**config.mk**
```make
export PLATFORM = sky130hd
export DESIGN_NAME = montgomery_redc
export DESIGN_NICKNAME = d
export VERILOG_FILES = /design/src/rtl/montgomery_redc.sv
export SDC_FILE = /design/constraint.sdc
export NUM_CORES = 1
export LEC_CHECK = 0
export BUFFER_PORTS_ARGS = -buffer_cell sky130_fd_sc_hd__buf_2
export CAP_MARGIN = 40
export CORE_MARGIN = 5
export CORE_UTILIZATION = 52
export DETAILED_ROUTE_END_ITERATION = 10
export PLACE_DENSITY = 0.77
export RECOVER_POWER = 25
export SKIP_CTS_REPAIR_TIMING = 1
export SKIP_LAST_GASP = 1
export SYNTH_ARGS = -nofsm -noshare
export SYNTH_HDL_FRONTEND = slang
export SYNTH_SLANG_ARGS = --single-unit
```
**constraint.sdc**
```tcl
create_clock -name clk -period 2 [get_ports clk]
set_input_delay 0.6 -clock clk [delete_from_list [all_inputs] [get_ports clk]]
set_output_delay 0.6 -clock clk [all_outputs]
set_load 0.02 [all_outputs]
```
**src/rtl/montgomery_redc.sv**
```systemverilog
// -----------------------------------------------------------------------------
// montgomery_redc
//   Bit-serial radix-2 Montgomery reduction (REDC).
//   result = T * 2^-N mod M, fully reduced to [0, M).
//
//   Sequence: IDLE --start--> ITER (N cycles) -> SUB -> DONE -> IDLE/ITER
//   A start is accepted in IDLE or DONE, so operations may run back to back.
//   A start seen in any other state is ignored.
//
//   Optional build macro: MONT_REDC_RANGE_CHK_EN
//     When defined, a request with an even or zero modulus, or with
//     t_in >= (m_in << N), skips ITER/SUB. It goes to DONE on the next cycle
//     with err=1 and result=0. When undefined, err is constant 0 and every
//     request runs the full sequence.
//
// Ports:
//   clk     in   system clock, rising edge
//   rst     in   asynchronous, active-high reset
//   start   in   request strobe
//   t_in    in   [2N-1:0] value to reduce (T < 2^N * M)
//   m_in    in   [N-1:0]  odd modulus
//   busy    out  high in ITER/SUB/DONE
//   done    out  one-cycle pulse, result valid
//   result  out  [N-1:0] reduced value, held until the next accepted start
//   err     out  range-check failure flag
// -----------------------------------------------------------------------------
module montgomery_redc #(
  parameter int N = 6
) (
  input  logic           clk,
  input  logic           rst,
  input  logic           start,
  input  logic [2*N-1:0] t_in,
  input  logic [N-1:0]   m_in,
  output logic           busy,
  output logic           done,
  output logic [N-1:0]   result,
  output logic           err
);

  localparam int AW = 2*N + 1;          // one guard bit so acc + m never overflows
  localparam int CW = $clog2(N + 1);

  typedef enum logic [1:0] {IDLE, ITER, SUB, DONE} state_t;

  state_t          state, state_nxt;
  logic [AW-1:0]   acc;
  logic [AW-1:0]   m_ext;
  logic [AW-1:0]   acc_sum;
  logic [N-1:0]    m_q;
  logic [CW-1:0]   count;
  logic            accept;
  logic            bad_req;
  logic            last_iter;

  assign accept    = start && ((state == IDLE) || (state == DONE));
  assign last_iter = (count == CW'(N - 1));
  assign m_ext     = {{(N+1){1'b0}}, m_q};
  // Add M only when acc is odd, so the sum is always even and the shift is exact.
  assign acc_sum   = acc + (acc[0] ? m_ext : '0);

`ifdef MONT_REDC_RANGE_CHK_EN
  assign bad_req = (m_in[0] == 1'b0) || (m_in == '0) ||
                   (t_in >= {m_in, {N{1'b0}}});
`else
  assign bad_req = 1'b0;
`endif

  // NOTE: next state gets its default before any branch; a path that leaves
  // it unassigned would infer a latch.
  always_comb begin
    state_nxt = state;
    if (accept) begin
      state_nxt = bad_req ? DONE : ITER;
    end else begin
      unique case (state)
        IDLE:    state_nxt = IDLE;
        ITER:    if (last_iter) state_nxt = SUB;
        SUB:     state_nxt = DONE;
        DONE:    state_nxt = IDLE;
        default: state_nxt = IDLE;
      endcase
    end
  end

  assign busy = (state != IDLE);
  assign done = (state == DONE);

  // NOTE: sequential state uses non-blocking assignment. Every register
  // updates from values sampled at the same edge, whatever the statement order.
  always_ff @(posedge clk or posedge rst) begin
    if (rst) begin
      state  <= IDLE;
      acc    <= '0;
      m_q    <= '0;
      count  <= '0;
      result <= '0;
      err    <= 1'b0;
    end else begin
      state <= state_nxt;
      if (accept) begin
        acc   <= {1'b0, t_in};
        m_q   <= m_in;
        count <= '0;
        if (bad_req) begin
          result <= '0;
          err    <= 1'b1;
        end
      end else begin
        unique case (state)
          ITER: begin
            acc   <= acc_sum >> 1;
            count <= count + CW'(1);
          end
          SUB: begin
            // acc < 2M here, so one conditional subtraction fully reduces it.
            // The difference is below M, so the low N bits are exact.
            if (acc >= m_ext) result <= acc[N-1:0] - m_q;
            else              result <= acc[N-1:0];
            err <= 1'b0;
          end
          default: ;
        endcase
      end
    end
  end

endmodule

```
==> results of run 1 <==
==> layer usage <==
layer,vias up,wire length [um]
met5,-,0
li1,926,-
met3,7,208
met2,35,2240
met1,826,2150
met4,0,53
==> critical path: stages, from the launching register on <==
cell	delay (ns)
dfrtp_1	0.41
ha_2	0.20
fa_2	0.35
a211o_1	0.35
a211oi_2	0.32
or3_1	0.15
and3_1	0.14
o21ai_1	0.07
==> power groups by stage <==
stage               clock, mW  combinational [mW]  sequential [mW]
finish                  0.635                3.46             1.15
global route            0.668                3.85             1.19
CTS                     0.640                3.14             1.14
detailed placement          0                3.11             1.15
global placement            0                3.04             1.13
floorplan                   0                2.21             1.13
==> layout by cell type (no fill, tap or decap), types with 2 or more instances in the layout <==
cell type / n
dfrtp_1: 29
nor2_1: 15
mux2i_1: 3
fa_2: 2
mux2_2: 2
buf_2: 28
and3_1: 2
o22a_1: 2
nand3_1: 11
nand2_1: 27
a21o_1: 3
o21a_1: 2
ha_4: 2
nor2b_1: 2
o21ai_1: 8
nand2b_1: 3
nand3b_1: 2
nand4_1: 4
a31oi_1: 5
inv_1: 14
xor2_1: 3
nor3b_1: 3
ha_1: 15
a21oi_1: 10
buf_4: 23
xnor2_1: 6
a21oi_2: 2
o211ai_1: 3
clkbuf_8: 6
o21ai_0: 13
==> worst max-delay path by stage <==
| stage | cells after the start | to | from |
|---|---|---|---|
| global placement | 7 | acc[9]$_DFFE_PP0P_ | acc[0]$_DFFE_PP0P_ |
| finish | 7 | acc[9]$_DFFE_PP0P_ | acc[0]$_DFFE_PP0P_ |
| CTS | 7 | acc[9]$_DFFE_PP0P_ | acc[0]$_DFFE_PP0P_ |
| global route | 8 | acc[9]$_DFFE_PP0P_ | acc[0]$_DFFE_PP0P_ |
| detailed placement | 7 | acc[9]$_DFFE_PP0P_ | acc[0]$_DFFE_PP0P_ |
| floorplan | 7 | acc[9]$_DFFE_PP0P_ | acc[0]$_DFFE_PP0P_ |
==> flip-flops by register name, indices dropped and copies added (netlist names) <==
name    flops
state       2
m_q         6
acc        12
result      6
count       3
==> area by class of cell <==
class | count | area share
clock buffers | 7 | 0.0333
clock inverters | 1 | 0.0116
inverters | 15 | 0.0217
multi-input cells | 179 | 0.504
flip-flops and latches | 29 | 0.280
well taps | 48 | 0.0231
repair buffers | 53 | 0.127
==> cell families after synthesis <==
group | count (synthesis) | share of synthesized area
muxes | 5 | 0.0255
xor gates and xnor gates | 9 | 0.0383
and+or+nand+nor | 80 | 0.190
buffers and inverters | 26 | 0.0510
DFF | 29 | 0.352
adders and majority gates | 20 | 0.129
AOI/OAI and AO/OA | 64 | 0.213
other | 1 | 0.00182
==> stage by stage <==
stage	power (mW)	setup TNS [ns]	hold WS [ns]	cells	util
global placement	4.17	-0.0323	0.464	321	0.635
finish	5.24	-0.287	0.480	332	0.694
floorplan	3.34	0	0.476	234	-
detailed placement	4.25	-0.165	0.472	321	0.635
global route	5.71	-1.40	0.504	332	0.694
CTS	4.92	-0.260	0.388	329	0.666
==> impl_results.md, run 1 <==
* Final RePlAce weighted congestion at 0.875
* Lkg Pwr at 1.21 nW
* Final Max Tran Viols at 0
* Area contributors post-synth: dfrtp_1, ha_1, nand2_1, o21ai_0, nor2_1
* End point of the worst hold path: result[5]$_DFFE_PP0P_
* Cell accounting for the most synthesized area: dfrtp_1
* Pwr/cell area at 2020 mW/mm^2
* Global route total overflow at 0
* Layout Skew at 0.00771 ns
* H-tree depth at 2
* Internal power at 2.93 mW
* Number of DRC markers in iteration 0 at 99
* N_diodes at 0
* Initial core utilization at 0.550
* Final Hold Vio Count at 0
* CTS max path bufs at 2
* Sequential Power Share at 0.218
* Most frequently used flop master after synthesis: dfrtp_1
* RR Startpoint: acc[0]$_DFFE_PP0P_
* RR Endpoint: acc[9]$_DFFE_PP0P_
* WP data arrival at 2.27 ns
* Via total after detailed routing at 1,794
* Synth Warn # at 0
* Post-synth top area share at 0.352
* P&R area growth vs syn at 26.1%
* CTS tree: built
* Share of cells above drive strength 1 at 0.296
* Min-delay src: result[5]$_DFFE_PP0P_
* Clock transition at path regs at 0.07 ns
* Num CTS Buffers at 5
* Drt drc at 0
* Tightest Pin Transition at 0.736 ns
* Top-count cell post-synth: dfrtp_1
* Setup crit start kind: flop
* Hold Path Depth at 2
* Area occupied by registers at 726 um^2
* Fin crit share at 1.05
* Fillers at 304
* Met2 usage at 0.300
* VDD IR max at 0.962 mV
* Final setup violation count at 6
* Comb pwr share at 0.660
* Detail Placement HPWL at 3340 um
* Clock Latency Late Sink at 0.28 ns
* Crit. End Element: flop
* First-pass GRT wire length at 7560 um
* DR WL/cell at 14.0 um
* Peak Freq at 0.476 GHz
* EDFF count, synth at 0
* Clock network fraction of total power at 0.121
* Post-synth net total at 275
* Cells after Synth at 234
* WS Path Type: flop to flop
* Syn Std Cell Area at 0.00206 mm^2
* Drt total wl at 4650 um
* Post-route ant nets at 0
* Vias in the first global route at 1,699
* Std cell rows at 22
* GR Util met3 at 0.0455
* Core Box Area at 0.00374 mm^2
* Die width at 72.9 um
* Final net count at 324
* Setup ws final at -0.0999 ns
* I/O Pins at 30
* Root buffer cell: clkbuf_8
* #FFs+latches synth at 29
* Die area at 0.00532 mm^2
* Met1 GRT Util at 0.234
* Footprint of the multi-input gates at 0.00131 mm^2
* Minimum clock period at 2.10 ns
* Worst path required time at 2.17 ns
* Post-DP Area at 0.00238 mm^2
* Largest net degree at the start of global routing at 30
* Worst hold path class: flop to flop
* Register area share after synthesis at 0.352
* Net Sw Frac at 0.440
* DRT Pass-1 Iters at 4
* Slew headroom at 0.510
* Top cells by count, synth: dfrtp_1, nand2_1, o21ai_0, ha_1, nor2_1
* Setup WS pre-CTS at -0.120 ns
* Maxcap violations at 0
* PortBufs at 28
* Crit path max fanout at 4
* R2r setup slk at -0.1 ns
* Design Area, Final at 0.00260 mm^2
* Status: complete, but fails checks
* Synth unique cells at 50
* Die height at 72.9 um
* Worst reg-to-reg path cell count at 7
* Clock sink count at 29
* Unrepaired setup endpoints after global routing: yes
* Syn_area_per_cell at 8.80 um^2
* Drt via density at 5.40
* Busiest grt layer: met2
* Violated checks: negative setup slack
* Async S/R FF share, synth at 1.00
* Switch Pwr at 2.31 mW
* Initial antenna violation count at 0
* GR Util All Layers at 0.182
(Power assumes the default switching activity.)
==> run 2: changes to the inputs <==
Settings changed: PLACE_DENSITY 0.77 to 0.84.
==> impl_results.md, run 2 (synthesis results as in run 1) <==
* Global route total overflow at 0 (unchanged)
* Number of DRC markers in iteration 0 at 226 (was 99)
* Max reg flops at 12 (unchanged)
* VDD IR max at 1.20 mV (was 0.962 mV)
* Worst path required time at 2.17 ns (about the same)
* Core Box Area at 0.00374 mm^2 (unchanged)
* Slew headroom at 0.510 (about the same)
* Clock network fraction of total power at 0.082 (was 0.121)
* Internal power at 3.07 mW (was 2.93 mW)
* Die area at 0.00532 mm^2 (unchanged)
* DRT Pass-1 Iters at 5 (was 4)
* Root buffer cell: clkbuf_8 (unchanged)
* Fillers at 276 (was 304)
* First-pass GRT wire length at 7950 um (was 7560 um)
* Std cell rows at 22 (unchanged)
* Commonest non-fill, non-tap cell in the layout: buf_2 (was dfrtp_1)
* Final RePlAce weighted congestion at 0.905 (was 0.875)
* Net Sw Frac at 0.463 (was 0.440)
* Crit path max fanout at 6 (was 4)
* CTS tree: built (unchanged)
* Final setup violation count at 13 (was 6)
* Commonest non-fill, non-tap cells in the layout: buf_2, nand2_1, dfrtp_1, buf_4, o21ai_0 (was dfrtp_1, buf_2, nand2_1, buf_4)
* N_diodes at 0 (unchanged)
* Pwr/cell area at 2100 mW/mm^2 (was 2020 mW/mm^2)
* Final Max Tran Viols at 0 (unchanged)
* Worst hold path class: flop to flop (unchanged)
* Setup TNS at -1.30 ns (was -0.287 ns)
* Detail Placement HPWL at 3440 um (was 3340 um)
* Via total after detailed routing at 2,017 (was 1,794)
* Violated checks: negative setup slack (unchanged)
* Sequential Power Share at 0.208 (was 0.218)
* Top reg by flops: acc (unchanged)
* Util after Layout at 0.728 (was 0.694)
* Unrepaired setup endpoints after global routing: yes (unchanged)
* Num CTS Buffers at 5 (unchanged)
* I/O Pins at 30 (unchanged)
* Status: complete, but fails checks (unchanged)
* Final net count at 330 (was 324)
* Drt total wl at 5740 um (was 4650 um)
* Switch Pwr at 2.64 mW (was 2.31 mW)
* Initial antenna violation count at 0 (unchanged)
* WP data arrival at 2.37 ns (was 2.27 ns)
* WS Path Type: flop to flop (unchanged)
* Initial core utilization at 0.550 (unchanged)
* Largest net degree at the start of global routing at 30 (unchanged)
* Fin Hold WS at 0.494 ns (was 0.480 ns)
* Minimum clock period at 2.20 ns (was 2.10 ns)
* Setup crit start kind: flop (unchanged)
* Clock transition at path regs at 0.07 ns (about the same)
* P&R area growth vs syn at 32.4% (was 26.1%)
* Die height at 72.9 um (unchanged)
* Post-route ant nets at 0 (unchanged)
* Setup ws final at -0.199 ns (was -0.0999 ns)
* Design Area, Final at 0.00273 mm^2 (was 0.00260 mm^2)
* PortBufs at 28 (unchanged)
* Maxcap violations at 0 (unchanged)
* Tightest Pin Transition at 0.735 ns (was 0.736 ns)
* Largest regs: acc (12), m_q (6), result (6) (unchanged)
* Drt via density at 5.97 (was 5.40)
* Drt drc at 0 (unchanged)
* Crit. End Element: flop (unchanged)
* Vias in the first global route at 1,765 (was 1,699)
* Comb pwr share at 0.710 (was 0.660)
* Fin crit share at 1.10 (was 1.05)
* Final Hold Vio Count at 0 (unchanged)
* Peak Freq at 0.455 GHz (was 0.476 GHz)
* CTS max path bufs at 2 (unchanged)
* Tot Pwr at 5.71 mW (was 5.24 mW)
* DR WL/cell at 17.0 um (was 14.0 um)
* Lkg Pwr at 1.24 nW (was 1.21 nW)
* Die width at 72.9 um (unchanged)
* Share of cells above drive strength 1 at 0.352 (was 0.296)
* H-tree depth at 2 (unchanged)
* Clock Latency Late Sink at 0.28 ns (about the same)
* Clock sink count at 29 (unchanged)
* Layout Skew at 0.00583 ns (was 0.00771 ns)
* Post-DP Area at 0.00237 mm^2 (was 0.00238 mm^2)
* GR Util All Layers at 0.190 (was 0.182)
==> run 2: changes by cell type in the layout (fill, tap and decap cells not counted), sizes merged <==
| cell | change |
|---|---|
| clkbuf | -1 |
| clkinv | +2 |
| buf | +6 |
| bufinv | -1 |
==> run 2: worst paths after layout <==
check	from	endpoint	slack, ns	cells after the start
setup / recovery	acc[0]$_DFFE_PP0P_	acc[9]$_DFFE_PP0P_	-0.20	8
max in group asynchronous	rst	acc[2]$_DFFE_PP0P_	0.97	3
setup reg to reg	acc[0]$_DFFE_PP0P_	acc[9]$_DFFE_PP0P_	-0.20	8
hold reg to reg	result[2]$_DFFE_PP0P_	result[2]$_DFFE_PP0P_	0.49	2
min in group asynchronous	rst	result[4]$_DFFE_PP0P_	0.51	3
hold / removal	result[2]$_DFFE_PP0P_	result[2]$_DFFE_PP0P_	0.49	2
==> run 2: cell type report <==
cell class / count / area [um^2] / area share
clock inverter: 2 / 10.0 / 0.00367
inverter: 15 / 56.3 / 0.0207
tap: 48 / 60.1 / 0.0220
clock buffer: 6 / 72.6 / 0.0266
multi-input combinational: 179 / 1410 / 0.517
timing repair buffer: 59 / 389 / 0.143
sequential: 29 / 728 / 0.267
==> run 2: power groups by stage <==
stage               Combinational [mW]  Sequential [mW]  Clock, mW
floorplan                         2.21             1.13          0
global placement                  3.02             1.13          0
detailed placement                3.12             1.14          0
CTS                               3.16             1.13      0.473
global route                      4.40             1.22      0.503
finish                            4.06             1.19      0.467
==> run 2: critical path, cell delays in order (launching register included) <==
cell and delay [ns]:
dfrtp_1 0.44, inv_2 0.15, nor2_2 0.08, fa_2 0.38
a211o_1 0.35, a211oi_2 0.33, or3_1 0.16, and3_1 0.15
o21ai_1 0.06
==> run 2: routing by layer <==
metal	vias up	track usage	routed length (um)
met1	973	0.257	2340
li1	935	-	-
met5	-	0	0
met3	10	0.0455	413
met4	0	0.0533	110
met2	99	0.303	2880
==> run 2: through the flow <==
step	instances	setup slack, ns
2_1_floorplan	234	0.00633
3_3_place_gp	320	-0.0711
3_5_place_dp	320	-0.133
4_1_cts	328	-0.142
5_1_grt	338	-0.291
6_report	338	-0.199
==> run 3: changes to the inputs <==
Settings changed: CORE_MARGIN 5 to 2.
==> impl_results.md, run 3 (synthesis results as in run 1) <==
* Drt via density at 5.73 (was 5.97)
* H-tree depth at 2 (unchanged)
* Number of DRC markers in iteration 0 at 148 (was 226)
* Setup ws final at -0.162 ns (was -0.199 ns)
* Final setup violation count at 6 (was 13)
* Via total after detailed routing at 1,919 (was 2,017)
* Die area at 0.00448 mm^2 (was 0.00532 mm^2)
* Status: complete, but fails checks (unchanged)
* Initial antenna violation count at 0 (unchanged)
* Maxcap violations at 0 (unchanged)
* Largest net degree at the start of global routing at 30 (unchanged)
* Final net count at 328 (was 330)
* Placed cells at 318 (was 320)
* PortBufs at 28 (unchanged)
* GR Util All Layers at 0.237 (was 0.190)
* Crit. End Element: flop (unchanged)
* Largest regs: acc (12), m_q (6), result (6) (unchanged)
* N_diodes at 0 (unchanged)
* Share of cells above drive strength 1 at 0.341 (was 0.352)
* Max reg flops at 12 (unchanged)
* Die width at 66.9 um (was 72.9 um)
* Drt drc at 0 (unchanged)
* Initial core utilization at 0.550 (unchanged)
* VDD IR max at 1.06 mV (was 1.20 mV)
* Setup WS pre-CTS at -0.143 ns (was -0.133 ns)
* Unrepaired setup endpoints after global routing: yes (unchanged)
* Clock transition at path regs at 0.07 ns (about the same)
* First-pass GRT wire length at 7840 um (was 7950 um)
* Post-route ant nets at 0 (unchanged)
* Clock Latency Late Sink at 0.29 ns (was 0.28 ns)
* Fin Hold WS at 0.500 ns (was 0.494 ns)
* Top reg by flops: acc (unchanged)
* RR Startpoint: acc[0]$_DFFE_PP0P_ (unchanged)
* Fin crit share at 1.08 (was 1.10)
* Finished Layout Cells at 335 (was 338)
* Worst hold path class: input pin to asynchronous set/reset pin (was flop to flop)
* Clock sink count at 29 (unchanged)
* Worst reg-to-reg path cell count at 7 (was 8)
* Core Box Area at 0.00374 mm^2 (unchanged)
* Layout Skew at 0.00998 ns (was 0.00583 ns)
* Num CTS Buffers at 5 (unchanged)
* CTS tree: built (unchanged)
* Worst path required time at 2.18 ns (was 2.17 ns)
* WS Path Type: flop to flop (unchanged)
* Commonest non-fill, non-tap cell in the layout: buf_2 (unchanged)
* DRT Pass-1 Iters at 4 (was 5)
* Final RePlAce weighted congestion at 0.864 (was 0.905)
* R2r setup slk at -0.16 ns (was -0.20 ns)
* Peak Freq at 0.463 GHz (was 0.455 GHz)
* Std cell rows at 22 (unchanged)
* Pwr/cell area at 2080 mW/mm^2 (was 2100 mW/mm^2)
* CTS max path bufs at 2 (unchanged)
* Global route total overflow at 0 (unchanged)
* Drt total wl at 5400 um (was 5740 um)
* Root buffer cell: clkbuf_8 (unchanged)
* Minimum clock period at 2.16 ns (was 2.20 ns)
* I/O Pins at 30 (unchanged)
* Vias in the first global route at 1,765 (unchanged)
* Setup crit start kind: flop (unchanged)
* Final Max Tran Viols at 0 (unchanged)
* RR Endpoint: acc[9]$_DFFE_PP0P_ (unchanged)
* Crit path max fanout at 4 (was 6)
* Final Hold Vio Count at 0 (unchanged)
* WP data arrival at 2.34 ns (was 2.37 ns)
* Tightest Pin Transition at 0.724 ns (was 0.735 ns)
* Slew headroom at 0.517 (was 0.510)
* Violated checks: negative setup slack (unchanged)
* Die height at 66.9 um (was 72.9 um)
* Lkg Pwr at 1.22 nW (was 1.24 nW)
* Commonest non-fill, non-tap cells in the layout: buf_2, nand2_1, buf_4, dfrtp_1, nor2_1 (was buf_2, nand2_1, dfrtp_1, buf_4, o21ai_0)
* P&R area growth vs syn at 29.2% (was 32.4%)
* DR WL/cell at 16.1 um (was 17.0 um)
* Detail Placement HPWL at 3410 um (was 3440 um)
-- run 3: cell count changes in the layout (fill, tap and decap cells not counted), sizes merged --
cell | before | now
clkinv | 2 | 0
buf | 58 | 56
clkbuf | 7 | 8
-- run 3: worst max path at each step --
stage,cells after the start,startpoint,endpoint
6_report,7,acc[0]$_DFFE_PP0P_,acc[9]$_DFFE_PP0P_
5_1_grt,7,acc[0]$_DFFE_PP0P_,acc[9]$_DFFE_PP0P_
4_1_cts,7,acc[0]$_DFFE_PP0P_,acc[9]$_DFFE_PP0P_
3_5_place_dp,7,acc[0]$_DFFE_PP0P_,acc[9]$_DFFE_PP0P_
3_3_place_gp,7,acc[0]$_DFFE_PP0P_,acc[9]$_DFFE_PP0P_
2_1_floorplan,7,acc[0]$_DFFE_PP0P_,acc[9]$_DFFE_PP0P_
-- run 3: worst max-delay path: stages (launching register included) --
cell and delay [ns]:
dfrtp_1 0.41, ha_2 0.22, fa_2 0.36, a211o_1 0.38
a211oi_4 0.33, or3_1 0.15, and3_1 0.15, o21ai_1 0.07
-- run 3: cell type report --
cell class,count,area (um^2)
Multi-Input combinational cell,179,1370
Tap cell,48,60.1
Fill cell,302,1080
Inverter,15,56.3
Timing Repair Buffer,57,359
Clock buffer,7,86.3
Sequential cell,29,729
-- run 3: metal layers --
metal | share of wire | vias up | routed length (um) | track usage
met2 | 0.50 | 78 | 2710 | 0.381
met5 | 0 | - | 0 | 0
met1 | 0.41 | 894 | 2210 | 0.305
met3 | 0.055 | 17 | 296 | 0.0557
met4 | 0.033 | 0 | 180 | 0.0995
li1 | - | 930 | - | -
-- run 3: per-stage QoR --
step / setup TNS [ns] / util / cell area [um^2] / power [mW]
floorplan: 0 / - / 2060 / 3.34
global placement: -0.0959 / 0.629 / 2360 / 4.09
detailed placement: -0.313 / 0.629 / 2360 / 4.25
CTS: -0.398 / 0.652 / 2440 / 4.76
global route: -1.21 / 0.711 / 2660 / 5.98
finish: -0.539 / 0.711 / 2660 / 5.54
-- run 3: power breakdown --
group          internal (mW)  switching [mW]  leakage, nW  total [mW]
clock                  0.272           0.219       0.0443       0.492
combinational           1.83            2.04        0.828        3.87
sequential             0.889           0.288        0.350        1.18
